### config.mk
export PLATFORM = sky130hd
export DESIGN_NAME = serial_frame_receiver
export DESIGN_NICKNAME = d
export VERILOG_FILES = /design/src/rtl/serial_frame_pkg.sv /design/src/rtl/serial_frame_receiver_frame_out_reg.sv /design/src/rtl/serial_frame_receiver.sv
export SDC_FILE = /design/constraint.sdc
export NUM_CORES = 1
export LEC_CHECK = 0
export BUFFER_PORTS_ARGS = -buffer_cell sky130_fd_sc_hd__buf_2
export CORE_ASPECT_RATIO = 1.25
export CORE_MARGIN = 3
export CORE_UTILIZATION = 38
export DETAILED_ROUTE_END_ITERATION = 8
export SYNTH_ARGS = -nofsm -noshare
export SYNTH_HDL_FRONTEND = slang
export SYNTH_SLANG_ARGS = --single-unit
export TNS_END_PERCENT = 100
### constraint.sdc
create_clock -name Clock -period 2.1 [get_ports Clock]
set_input_delay 0.42 -clock Clock [delete_from_list [all_inputs] [get_ports Clock]]
set_output_delay 0.42 -clock Clock [all_outputs]
set_load 0.05 [all_outputs]
### src/rtl/serial_frame_pkg.sv
// rtl/serial_frame_pkg.sv - shared state encoding and line-level constants for the serial frame receiver
package serial_frame_pkg;

    typedef enum logic [1:0] {
        IDLE,
        DATA,
        PARITY,
        STOP
    } state_t;

    localparam logic START_BIT = 1'b1;
    localparam logic STOP_BIT  = 1'b0;
    localparam logic IDLE_BIT  = 1'b0;

endpackage

### src/rtl/serial_frame_receiver_frame_out_reg.sv
// rtl/serial_frame_receiver_frame_out_reg.sv - output word holding register with Ready handshake and sticky Overrun
module frame_out_reg #(
    parameter int DATA_WIDTH = 8
) (
    input  logic                  Clock,
    input  logic                  Reset,
    input  logic                  load,
    input  logic [DATA_WIDTH-1:0] load_data,
    input  logic                  Ready,
    output logic [DATA_WIDTH-1:0] Data,
    output logic                  Valid,
    output logic                  Overrun
);

    always_ff @(posedge Clock) begin
        if (Reset) begin
            Data    <= '0;
            Valid   <= 1'b0;
            Overrun <= 1'b0;
        end else if (load) begin
            // A held word that is not being taken this cycle wins; the new word is lost.
            if (Valid && !Ready) begin
                Overrun <= 1'b1;
            end else begin
                Data  <= load_data;
                Valid <= 1'b1;
            end
        end else if (Valid && Ready) begin
            Valid <= 1'b0;
        end
    end

endmodule

### src/rtl/serial_frame_receiver.sv
// rtl/serial_frame_receiver.sv - deserialises start/data/parity/stop frames from an enabled serial bit stream
module serial_frame_receiver
    import serial_frame_pkg::*;
#(
    parameter int DATA_WIDTH = 8,
    parameter bit PARITY_EN  = 1'b1
) (
    input  logic                  Clock,
    input  logic                  Reset,
    input  logic                  sin,
    input  logic                  sin_en,
    output logic [DATA_WIDTH-1:0] Data,
    output logic                  Valid,
    input  logic                  Ready,
    output logic                  ParErr,
    output logic                  FrameErr,
    output logic                  Overrun
);

    localparam int CNT_W = $clog2(DATA_WIDTH + 1);
    localparam logic [CNT_W-1:0] LAST_BIT = CNT_W'(DATA_WIDTH - 1);

    state_t                state;
    state_t                state_next;
    logic [CNT_W-1:0]      cnt;
    logic [CNT_W-1:0]      cnt_next;
    logic [DATA_WIDTH-1:0] shreg;
    logic [DATA_WIDTH-1:0] shreg_next;
    logic                  par_mis;
    logic                  par_mis_next;
    logic                  frame_good;
    logic                  par_err_set;
    logic                  frame_err_set;

    always_ff @(posedge Clock) begin
        if (Reset) begin
            state    <= IDLE;
            cnt      <= '0;
            shreg    <= '0;
            par_mis  <= 1'b0;
            ParErr   <= 1'b0;
            FrameErr <= 1'b0;
        end else begin
            state    <= state_next;
            cnt      <= cnt_next;
            shreg    <= shreg_next;
            par_mis  <= par_mis_next;
            ParErr   <= par_err_set;
            FrameErr <= frame_err_set;
        end
    end

    always_comb begin
        state_next    = state;
        cnt_next      = cnt;
        shreg_next    = shreg;
        par_mis_next  = par_mis;
        frame_good    = 1'b0;
        par_err_set   = 1'b0;
        frame_err_set = 1'b0;

        if (sin_en) begin
            case (state)
                IDLE: begin
                    case (sin)
                        START_BIT: begin
                            state_next   = DATA;
                            cnt_next     = '0;
                            par_mis_next = 1'b0;
                        end
                        IDLE_BIT: state_next = IDLE;
                    endcase
                end
                DATA: begin
                    // LSB arrives first, so shifting right leaves it at bit 0 after the last bit.
                    shreg_next = {sin, shreg[DATA_WIDTH-1:1]};
                    cnt_next   = cnt + 1'b1;
                    if (cnt == LAST_BIT) begin
                        state_next = PARITY_EN ? PARITY : STOP;
                    end
                end
                PARITY: begin
                    par_mis_next = (sin != ^shreg);
                    state_next   = STOP;
                end
                STOP: begin
                    state_next = IDLE;
                    if (sin != STOP_BIT) begin
                        frame_err_set = 1'b1;
                    end else if (par_mis) begin
                        par_err_set = 1'b1;
                    end else begin
                        frame_good = 1'b1;
                    end
                end
                default: state_next = IDLE;
            endcase
        end
    end

    frame_out_reg #(
        .DATA_WIDTH(DATA_WIDTH)
    ) u_frame_out_reg (
        .Clock     (Clock),
        .Reset     (Reset),
        .load      (frame_good),
        .load_data (shreg),
        .Ready     (Ready),
        .Data      (Data),
        .Valid     (Valid),
        .Overrun   (Overrun)
    );

endmodule

### Word level (Yosys, flattened, before mapping)

Index checks and enable logic that the tools add are counted.
Widths: inputs -> output; s select.

| cells by class | value |
|---|---|
| multiplexer cells | 16 |
| bitwise logic cells | 4 |
| equal/unequal tests | 8 |
| reductions and logical operators | 17 |
| add/sub/neg operators | 1 |

Operators with widths:

| cell | number |
|---|---|
| $mux 1 | 10 |
| $reduce_and 2->1 | 5 |
| $pmux 2 s4 | 1 |
| $pmux 4 s2 | 1 |
| $reduce_xor 8->1 | 1 |
| $ne 2x2->1 const B | 3 |
| $reduce_and 3->1 | 2 |
| $reduce_bool 2->1 | 3 |
| $add 4x1->4 const B | 1 |
| $eq 2x2->1 const B | 2 |
| $eq 4x3->1 const B | 1 |
| $mux 4 | 1 |
| $not 1->1 | 4 |
| $pmux 2 s2 | 1 |
| $reduce_or 4->1 | 1 |
| $reduce_or 3->1 | 1 |
| $eq 2x1->1 const B | 1 |
| $logic_and 1x1->1 | 2 |
| $logic_not 2->1 | 1 |
| $mux 2 | 1 |
| $pmux 1 s2 | 1 |
| $logic_not 1->1 | 1 |
| $ne 1x1->1 | 1 |

| word-level totals | value |
|---|---|
| input bits | 5 |
| bits in registers | 27 |
| word-level logic and storage cells | 55 |
| output and inout bits | 12 |

### Depth between registers and ports, before layout

| depth | value |
|---|---|
| depth after elaboration | 6 |
| depth in mapped cells | 6 |
| depth with buffers taken out | 6 |

### By module

A second synthesis with hierarchy kept.

| unflattened totals | value |
|---|---|
| cells, all modules | 137 |
| area total of the unflattened synthesis | 1288.7 sq um |

By module, submodules not included:

| module | seq. area each (sq um) | times used | cells each | area each (sq um) |
|---|---|---|---|---|
| serial_frame_receiver | 340.3 | 1 | 95 | 853.3 |
| frame_out_reg | 200.2 | 1 | 42 | 435.4 |

### Least setup slack after synthesis

No wires, ideal clock.

| timing | value |
|---|---|
| path kind | reg2reg |
| start | register u_frame_out_reg.Valid |
| end | register u_frame_out_reg.Data[0] |
| data required time | 1.972 ns |
| buffers on the path | 1 |
| arrival time | 1.416 ns |
| clock period less this slack | 1.543 ns |
| stages on the path, launching flop included | 6 |
| library setup time | 0.128 ns |
| path slack | 0.557 ns |
| cell sequence | dfxtp_1 > nand2b_1 > or4b_1 > buf_6 > mux2i_1 > nor2_1 |

| between the ends | value |
|---|---|
| word-level cells in the longest chain between the ends | 3 |

Ends and longest elaborated chain:

| what | line | text |
|---|---|---|
| start, declared | serial_frame_receiver_frame_out_reg.sv:11 | `output logic Valid,` |
| start signal, assigned | serial_frame_receiver_frame_out_reg.sv:18 | `Valid <= 1'b0;` |
| start signal, assigned | serial_frame_receiver_frame_out_reg.sv:26 | `Valid <= 1'b1;` |
| start signal, assigned | serial_frame_receiver_frame_out_reg.sv:29 | `Valid <= 1'b0;` |
| $logic_and 1x1->1 | serial_frame_receiver_frame_out_reg.sv:22 | `if (Valid && !Ready) begin` |
| $not 1->1 (no line) | - |  |
| $reduce_and 2->1 (no line) | - |  |
| end signal, assigned | serial_frame_receiver_frame_out_reg.sv:25 | `Data <= load_data;` |
| end, declared | serial_frame_receiver_frame_out_reg.sv:10 | `output logic [DATA_WIDTH-1:0] Data,` |

Every way passes these cells.
A chain may end at the register's enable or synchronous reset.

### Worst setup path in the final report

| timing | value |
|---|---|
| start | register state[0] |
| end | register u_frame_out_reg.Data[2] |

| between the ends | value |
|---|---|
| word-level cells in the longest chain between the ends | 4 |

Ends and longest elaborated chain:

| what | line | text |
|---|---|---|
| start, declared | serial_frame_receiver.sv:23 | `state_t state;` |
| start signal, assigned | serial_frame_receiver.sv:44 | `state <= state_next;` |
| $eq 2x2->1 | serial_frame_receiver.sv:63 | `case (state)` |
| $mux 1 | serial_frame_receiver.sv:63 |  |
| $mux 1 | serial_frame_receiver.sv:62 | `if (sin_en) begin` |
| $reduce_and 2->1 (no line) | - |  |

Every way passes these cells.

==> reports/results.ini <==
[power]
powerDensity_nw_per_um2=609
power_switching_uw=197
ir_drop_v=0.000378
p_int_uw=622
p_comb_frac=0.095
p_leak_nw=0.609
p_sw_frac=0.241
clockPowerShare=0.266
p_seq_frac=0.639

[route]
drtIter0Drc=12
wl_met1_um=995
wl_per_cell_um=11.9
highest_layer=met4
drt_first_pass_iters=4
postRouteAntennaNets=0
dr_wl_met3_um=72
drt-total-wl_um=2160
drc=0
wl_met2_um=1030
viasPerCell=5.14
vias=931

[floorplan]
core_um2=3000
io_pins=17
die_h_um=69.5
num_rows=22
initial_utilization=0.408
die_w_um=56.8
die_area_um2=3940

[setup_path]
worstPathRequired_ns=2.31
crit_chain=ha_1 > nand2_4 > or4b_1 > mux2i_1 > nor2_1
path_class=register to register
start_kind=register
crit_path_max_fanout=8
cp-end-kind=register
ff2ff_path_depth=5
critPathSlowestCell=or4b_1
crit_arrival_ns=2.01
cpPeakStageDelay_ns=0.71

[placed_design]
gp_congestion=0.723
post_dp_cell_area_um2=1320
dp_hpwl_um=1570
portBuffers=16

[logic_synthesis]
synth_edf_count=0
synthAdderAreaFrac=0.0511
synth-simple-area-share=0.218
syn_area_per_cell_um2=9.35
synth_xor_area_frac=0.0725
synth_compound_area_frac=0.0674
synth_cells=131
async_flop_share=0
synth.top_cell.area_share=0.441
synth.cells.most_frequent=27 x dfxtp_1, 15 x nor2_1, 14 x nand2_1, 12 x a21oi_1, 10 x mux2i_1
synth_cell_type_count=30
ys.flop_type=dfxtp_1
synth.yosys.seq_area_share=0.441
ys_seq_elements=27
synth_top_family_by_area=simple AND/OR/NAND/NOR gates
synth_top_cell_by_area=dfxtp_1
synth_nets=141
yosysMostFrequentCell=dfxtp_1
ys_warn_count=0
syn-cell-area_um2=1220
synth.mux.area_fraction=0.100
ys_top_cells_by_area=dfxtp_1 44%, mux2i_1 8.2%, ha_1 5.1%, a21oi_1 4.9%, nor2_1 4.6%

[clocking]
ctsResizeCount=0
cts.sink_count=27
cts_buffers=3
cts_tree=yes
insertion_delay_ns=0.31
cts-root-buf=clkbuf_4
clk_path_buf_depth=2
clk_pin_slew_ns=0.14
h-tree-depth=1
post-cts-setup-buffers=0
ctsHoldBuffers=0

[timing]
slew_viol_final=0
hold_viol_final=0
finalWorstPathRequiredPeriod_ns=1.80
clock_skew_ns=0.00187
fin_tns_setup_ns=0
rsz0062_at_grt=no
fmax_mhz=556
slew_headroom=0.688
period_share=0.857
tightest_slew_ns=0.468
finalSetupViolCount=0

[global_route]
grt_pass1_vias=898
antenna_found_initial=0
grt_pass1_wl_um=3800
grt_max_degree=28
grt_remaining_overflow=0
groute.usage.overall=0.118

[layout]
fin_area_um2=1350
nNetsFinal=156
num_antenna_cells=0
fillCellCount=307
drive_above_1_share=0.166
area_growth_pct=9.81

[min_path]
min_path_type=input pin to register
hold_depth=2

[run_status]
outcome=completed

[flow_run]
cap_violations=0

## worst paths after layout
kind | endpoint | from | slack (ns)
worst max register to register | u_frame_out_reg.Data[2] | state[0] | 0.30
worst min-delay path | ParErr | sin | 0.38
worst min register to register | u_frame_out_reg.Overrun | u_frame_out_reg.Overrun | 0.48
worst max-delay path | u_frame_out_reg.Data[2] | state[0] | 0.30
## critical path: cells and delay by family (launching register included)
kind	cells	cell delay [ns]
multiplexers	1	0.24
adder cells (fa/ha/maj)	1	0.21
AND/OR/NAND/NOR	3	0.84
flip-flops	1	0.40
## kinds of logic (layout without fill, tap and decap cells)
group | after synthesis | count (layout)
muxes | 12 | 12
AOI/OAI and AO/OA | 15 | 15
and+or+nand+nor | 53 | 53
DFF | 27 | 27
adders and majority gates | 5 | 5
xor gates and xnor gates | 7 | 7
buffers and inverters | 12 | 26
## stage by stage
stage               std cells  total power [mW]  utilization  setup slack [ns]  hold slack (ns)
floorplan                 131             0.595            -             0.557            0.444
global placement          177             0.610        0.440             0.335            0.446
detailed placement        177             0.613        0.440             0.293            0.458
CTS                       181             0.836        0.448             0.260            0.355
global route              181             0.864        0.448             0.144            0.364
finish                    181             0.820        0.448             0.300            0.377
## area by class of cell
cell class | count | area [um2] | share of cell area
Multi-Input combinational cell | 92 | 623 | 0.463
Sequential cell | 27 | 541 | 0.402
Timing Repair Buffer | 18 | 95.1 | 0.0707
Tap cell | 36 | 45.0 | 0.0335
Clock buffer | 4 | 26.3 | 0.0195
Inverter | 4 | 15.0 | 0.0112
## cell usage in the layout, fill, tap and decap left out, drive strengths merged
master and count:
clkbuf 4, nor4 1, nand2b 1, nor2b 1, nor2 15, a21oi 12, xnor3 2, and3 1
nand3 9, ha 5, nor4bb 1, o21ai 1, or3 2, nand4 2, nand3b 2, mux2 2
mux2i 10, inv 4, or4b 1, dfxtp 27, nand2 15, o211ai 1, nor3b 1, buf 18
xor2 3, xnor2 2, nor4b 1, a41o 1
## power groups by stage
| stage | combinational, mW | clock [mW] | sequential, mW |
|---|---|---|---|
| after floorplan | 0.0613 | 0 | 0.534 |
| after global placement | 0.0754 | 0 | 0.534 |
| after detailed placement | 0.0782 | 0 | 0.535 |
| after CTS | 0.0786 | 0.234 | 0.524 |
| after global routing | 0.0879 | 0.251 | 0.525 |
| final | 0.0778 | 0.218 | 0.523 |
## state kept, by name, indices dropped and copies added (netlist names)
signal and flops:
par_mis 1, shreg 8, u_frame_out_reg.Data 8, ParErr 1
cnt 4, state 2, u_frame_out_reg.Valid 1, FrameErr 1
u_frame_out_reg.Overrun 1
## per-layer routing
layer | track usage | vias to the layer above
met5 | 0 | -
met4 | 0.0619 | 0
met3 | 0.0242 | 8
met2 | 0.197 | 16
met1 | 0.141 | 432
li1 | - | 475
(Power assumes the default switching activity.)
